## config.mk

```make
export PLATFORM = sky130hd
export DESIGN_NAME = mem_stage_ctrl
export DESIGN_NICKNAME = d
export VERILOG_FILES = /design/src/rtl/wisc_mem_pkg.sv /design/src/rtl/mem_timeout_ctr.sv /design/src/rtl/mem_stage_ctrl.sv
export SDC_FILE = /design/constraint.sdc
export NUM_CORES = 1
export LEC_CHECK = 0
export CAP_MARGIN = 20
export CORE_MARGIN = 10
export CORE_UTILIZATION = 35
export DETAILED_ROUTE_END_ITERATION = 7
export PLACE_DENSITY = 0.77
export SLEW_MARGIN = 5
export SYNTH_ARGS = -nofsm -noshare
export SYNTH_HDL_FRONTEND = slang
export SYNTH_SLANG_ARGS = --single-unit
```

## constraint.sdc

```tcl
create_clock -name clk -period 1.65 [get_ports clk]
set_input_delay 0.33 -clock clk [delete_from_list [all_inputs] [get_ports clk]]
set_output_delay 0.33 -clock clk [all_outputs]
set_load 0.005 [all_outputs]
```

## src/rtl/wisc_mem_pkg.sv

```systemverilog
// wisc_mem_pkg: shared state type and constants for the memory-stage controller
package wisc_mem_pkg;
  typedef enum logic [1:0] {IDLE, WAIT, DONE} state_t;
  localparam int DATA_W_DEFAULT = 16;
  localparam logic [15:0] FAULT_DATA = 16'hDEAD;
endpackage

```

## src/rtl/mem_timeout_ctr.sv

```systemverilog
// mem_timeout_ctr: counts enabled cycles and flags the enabled cycle that completes TIMEOUT counts
module mem_timeout_ctr #(
  parameter int TIMEOUT = 15
) (
  input  logic clk,
  input  logic rst,
  input  logic clr,
  input  logic en,
  output logic expire
);
  localparam int CW = $clog2(TIMEOUT + 1);
  logic [CW-1:0] cnt_q, cnt_d;
  // clear dominates counting; expiry fires on the TIMEOUT-th enabled cycle
  always_comb begin
    cnt_d = clr ? '0 : en ? cnt_q + 1'b1 : cnt_q;
    expire = en & (cnt_q == CW'(TIMEOUT - 1));
  end
  // counter register
  always_ff @(posedge clk)
    if (rst) cnt_q <= '0;
    else cnt_q <= cnt_d;
endmodule

```

## src/rtl/mem_stage_ctrl.sv

```systemverilog
// mem_stage_ctrl: MEM-stage req/ack controller feeding MEM/WB; MEM_TIMEOUT_EN adds a WAIT timeout fault
module mem_stage_ctrl
  import wisc_mem_pkg::*;
#(
  parameter int DATA_W  = DATA_W_DEFAULT,
  parameter int TIMEOUT = 15
) (
  input  logic              clk,
  input  logic              rst,
  input  logic              ex_mem_read,
  input  logic              ex_mem_write,
  input  logic              ex_ret,
  input  logic              ex_mem_to_reg,
  input  logic [3:0]        ex_reg_rd,
  input  logic [DATA_W-1:0] ex_addr,
  input  logic [DATA_W-1:0] ex_wdata,
  input  logic [DATA_W-1:0] ex_alu_result,
  input  logic              dmem_ack,
  input  logic [DATA_W-1:0] dmem_rdata,
  output logic              dmem_req,
  output logic              dmem_we,
  output logic [DATA_W-1:0] dmem_addr,
  output logic [DATA_W-1:0] dmem_wdata,
  output logic [DATA_W-1:0] mem_read_data,
  output logic [3:0]        reg_rd,
  output logic              ret,
  output logic              mem_to_reg,
  output logic [DATA_W-1:0] alu_result,
  output logic              stall,
  output logic              mem_fault
);
  state_t            state_q, state_d;
  logic [DATA_W-1:0] addr_q, addr_d, wdata_q, wdata_d, rdata_q, rdata_d;
  logic              we_q, we_d, fault_q, fault_d;
  logic              op, in_wait, expire;
  if (TIMEOUT < 1) begin : g_bad_timeout
    $error("mem_stage_ctrl: TIMEOUT must be at least 1");
  end
  assign op            = ex_mem_read | ex_mem_write | ex_ret;
  assign in_wait       = state_q == WAIT;
  assign reg_rd        = ex_reg_rd;
  assign ret           = ex_ret;
  assign mem_to_reg    = ex_mem_to_reg;
  assign alu_result    = ex_alu_result;
  assign dmem_req      = in_wait;
  assign dmem_we       = in_wait & we_q;
  assign dmem_addr     = addr_q;
  assign dmem_wdata    = wdata_q;
  assign mem_read_data = rdata_q;
  assign mem_fault     = fault_q;
  assign stall         = in_wait | (state_q == IDLE & op);
`ifdef MEM_TIMEOUT_EN
  mem_timeout_ctr #(.TIMEOUT(TIMEOUT)) u_timeout (
    .clk    (clk),
    .rst    (rst),
    .clr    (~in_wait),
    .en     (in_wait),
    .expire (expire)
  );
`else
  assign expire = 1'b0;
`endif
  // accept an op in IDLE, finish on ack (ack beats timeout), then one DONE cycle for MEM/WB capture
  always_comb begin
    state_d = state_q;
    addr_d  = addr_q;
    wdata_d = wdata_q;
    we_d    = we_q;
    rdata_d = rdata_q;
    fault_d = 1'b0;
    if (state_q == IDLE && op) begin
      state_d = WAIT;
      addr_d  = ex_addr;
      wdata_d = ex_wdata;
      we_d    = ex_mem_write & ~ex_mem_read & ~ex_ret;
    end else if (in_wait && (dmem_ack || expire)) begin
      state_d = DONE;
      rdata_d = dmem_ack ? (we_q ? rdata_q : dmem_rdata) : DATA_W'(FAULT_DATA);
      fault_d = ~dmem_ack;
    end else if (state_q == DONE) begin
      state_d = IDLE;
    end
  end
  // state and datapath registers
  always_ff @(posedge clk)
    if (rst) begin
      state_q <= IDLE;
      addr_q  <= '0;
      wdata_q <= '0;
      we_q    <= 1'b0;
      rdata_q <= '0;
      fault_q <= 1'b0;
    end else begin
      state_q <= state_d;
      addr_q  <= addr_d;
      wdata_q <= wdata_d;
      we_q    <= we_d;
      rdata_q <= rdata_d;
      fault_q <= fault_d;
    end
endmodule

```

==> out/qor.txt <==
Critical R2R Launch - state_q[0]
CP Launch Type - flop
final routed DRC violation total - 0
Mapped Nets - 328
GRT Util Overall - 11.79%
grt ovf - 0
largest net degree at the start of global routing - 84
DIE WIDTH - 103.3 um
final worst path period need - 1.566 ns
FF-to-FF path depth - 5
Max-Cap Viols - 0
Final Hold Vio Count - 0
row count - 30
synth unique cells - 30
clock skew - 0.008110 ns
CTS Buffer Depth - 2
initial core utilization - 35.96%
synth warn - 0
initial antenna violation count - 0
I/O pins - 149
gpl congestion - 0.6891
ant diodes - 0
die area - 10680 sq um
share of Yosys cell area claimed by the top area cell type - 42.84%
routed wire length - 6.409 mm
Max FO, Critical Path - 6
Final Instance Area - 3495 sq um
Hold WS - 0.4531 ns
vias in the first global route - 1994
Static Leakage - 0.001362 uW
commonest non-fill, non-tap cells in the layout - clkdlybuf4s50_1 (99), nand2b_1 (65), dfxtp_1 (50)
r2r endpoint - dmem_addr[15]
Yosys reg bits - 52
global-route wire length before repair - 10.04 mm
Die Y - 103.3 um
1st-iter DRT viols - 51
Nets - 412
port buffer count - 106
remaining antenna violation count - 0
vias - 1912
TritonCTS clock tree - done
Worst-path clk slew - 0.10 ns
Post-DP HPWL - 4.924 mm
Post-Syn Area - 2430 sq um
Slew Limit Fails - 0
CP arrival - 1.24 ns
worst skew pair latency - 0.30 ns
Hold Crit Class - reg2reg
TritonCTS buffer count - 5
largest cells by area after synthesis - dfxtp_1 (43%), nand2b_1 (17%), mux2i_1 (13%)
final setup violation count - 0
outcome - finished, final reports clean
crit path to - dmem_we
CP endpoint kind - output pin
P&R area growth vs syn - 43.82%
crit path kind - reg2out
syn avg cell area - 9.604 sq um
DR WL/cell - 15.33 um
Finished Layout Cells - 418
sequential area share after synthesis - 42.84%
H-tree depth - 2
Placed Cells - 409
clock sinks - 52
worst vdd ir - 0.6241 mV
gate count of the mapped netlist - 253
vias per std cell - 4.574
R2R Setup Slk - 0.30 ns
hold-fix buffers at CTS - 0
Pwr Density - 858.4 nW/um^2
layout cells sized above 1 - 8.876%
Peak Freq - 0.6387 GHz
Worst EP required - 1.32 ns
area post-placement - 3371 sq um
RSZ-0062 raised after global routing - false
period utilization - 94.89%
drt first pass iters - 4
leading cell type in the layout, fill and taps excluded - clkdlybuf4s50_1
Worst Setup SP - state_q[1]
Core Region - 6756 sq um
post-synth top area cell - dfxtp_1
root buffer cell - clkbuf_8
## sequential cells by signal (all words and copies together), names as in the netlist
signal	flops
dmem_addr	16
dmem_wdata	16
mem_fault	1
mem_read_data	16
state_q	2
we_q	1
## critical path, stage by stage (launching register included)
cell and delay (ns):
dfxtp_4 0.38, and2b_1 0.19, and2_1 0.15, clkdlybuf4s15_1 0.20
## repair_timing
action / 4_1_cts / 5_1_grt
gates resized for setup: 10 / 2
pin swaps: 1 / 0
buffers inserted: 1 / 0
setup endpoints to repair: 4 / 2
## power by group
group          internal, uW  total (uW)  switching [uW]
clock network           449         873             424
logic                   452         710             258
registers              1360        1420            57.3
total                  2260        3000             739
## Yosys cell counts (all sizes together)
cell	count
clkbuf	8
dfxtp	52
a21oi	18
mux2i	32
and2b	1
o21ai	12
o31a	1
and2	1
nor3b	1
nand2b	65
nor3	1
inv	1
nand3	5
o21a	1
o31ai	1
conb	1
and4bb	1
nand2	16
nand4bb	1
nor2	2
buf	32
## per-layer routing
metal / routed length [um] / global-route usage (%) / vias up / part of all wire, %
li1: - / - / 967 / -
met1: 2513 / 12.63 / 852 / 39
met2: 3010 / 19.36 / 77 / 47
met3: 760 / 6.445 / 16 / 12
met4: 125 / 3.957 / 0 / 2.0
met5: 0 / 0 / - / 0
## worst min path at each step
stage	from	to	slack (ns)	depth (start not counted)
floorplan	mem_read_data[0]	mem_read_data[0]	0.45	2
finish	mem_read_data[12]	mem_read_data[12]	0.45	2
CTS	mem_read_data[12]	mem_read_data[12]	0.46	2
detailed placement	mem_read_data[12]	mem_read_data[12]	0.45	2
global route	mem_read_data[12]	mem_read_data[12]	0.47	2
global placement	mem_read_data[10]	mem_read_data[10]	0.44	2
## layout make-up
cell class | instances | area, sq um
Clock buffer | 5 | 68.82
Fill cell | 647 | 3262
Inverter | 1 | 3.754
Timing Repair Buffer | 117 | 1159
Clock inverter | 3 | 42.54
Tap cell | 80 | 100.1
Sequential cell | 52 | 1046
Multi-Input combinational cell | 160 | 1075
## metrics by stage
stage	util, %	power, uW	setup TNS (ns)	worst slack [ns]
6_report	51.72	3000	0	0.08437
5_1_grt	51.72	3167	0	0.0006479
4_1_cts	51.69	3044	0	0.004715
3_5_place_dp	49.89	2167	-3.783	-0.3675
3_3_place_gp	49.89	2146	-2.546	-0.2900
2_1_floorplan	-	1826	0	0.5127
## cell families after synthesis
logic type      synth area share (%)
compound gates                 7.776
buf+inv                        13.18
flops                          42.84
mux                            13.18
other cells                   0.1543
simple gates                   22.86
Note: power is estimated with default switching activity, not from simulation.
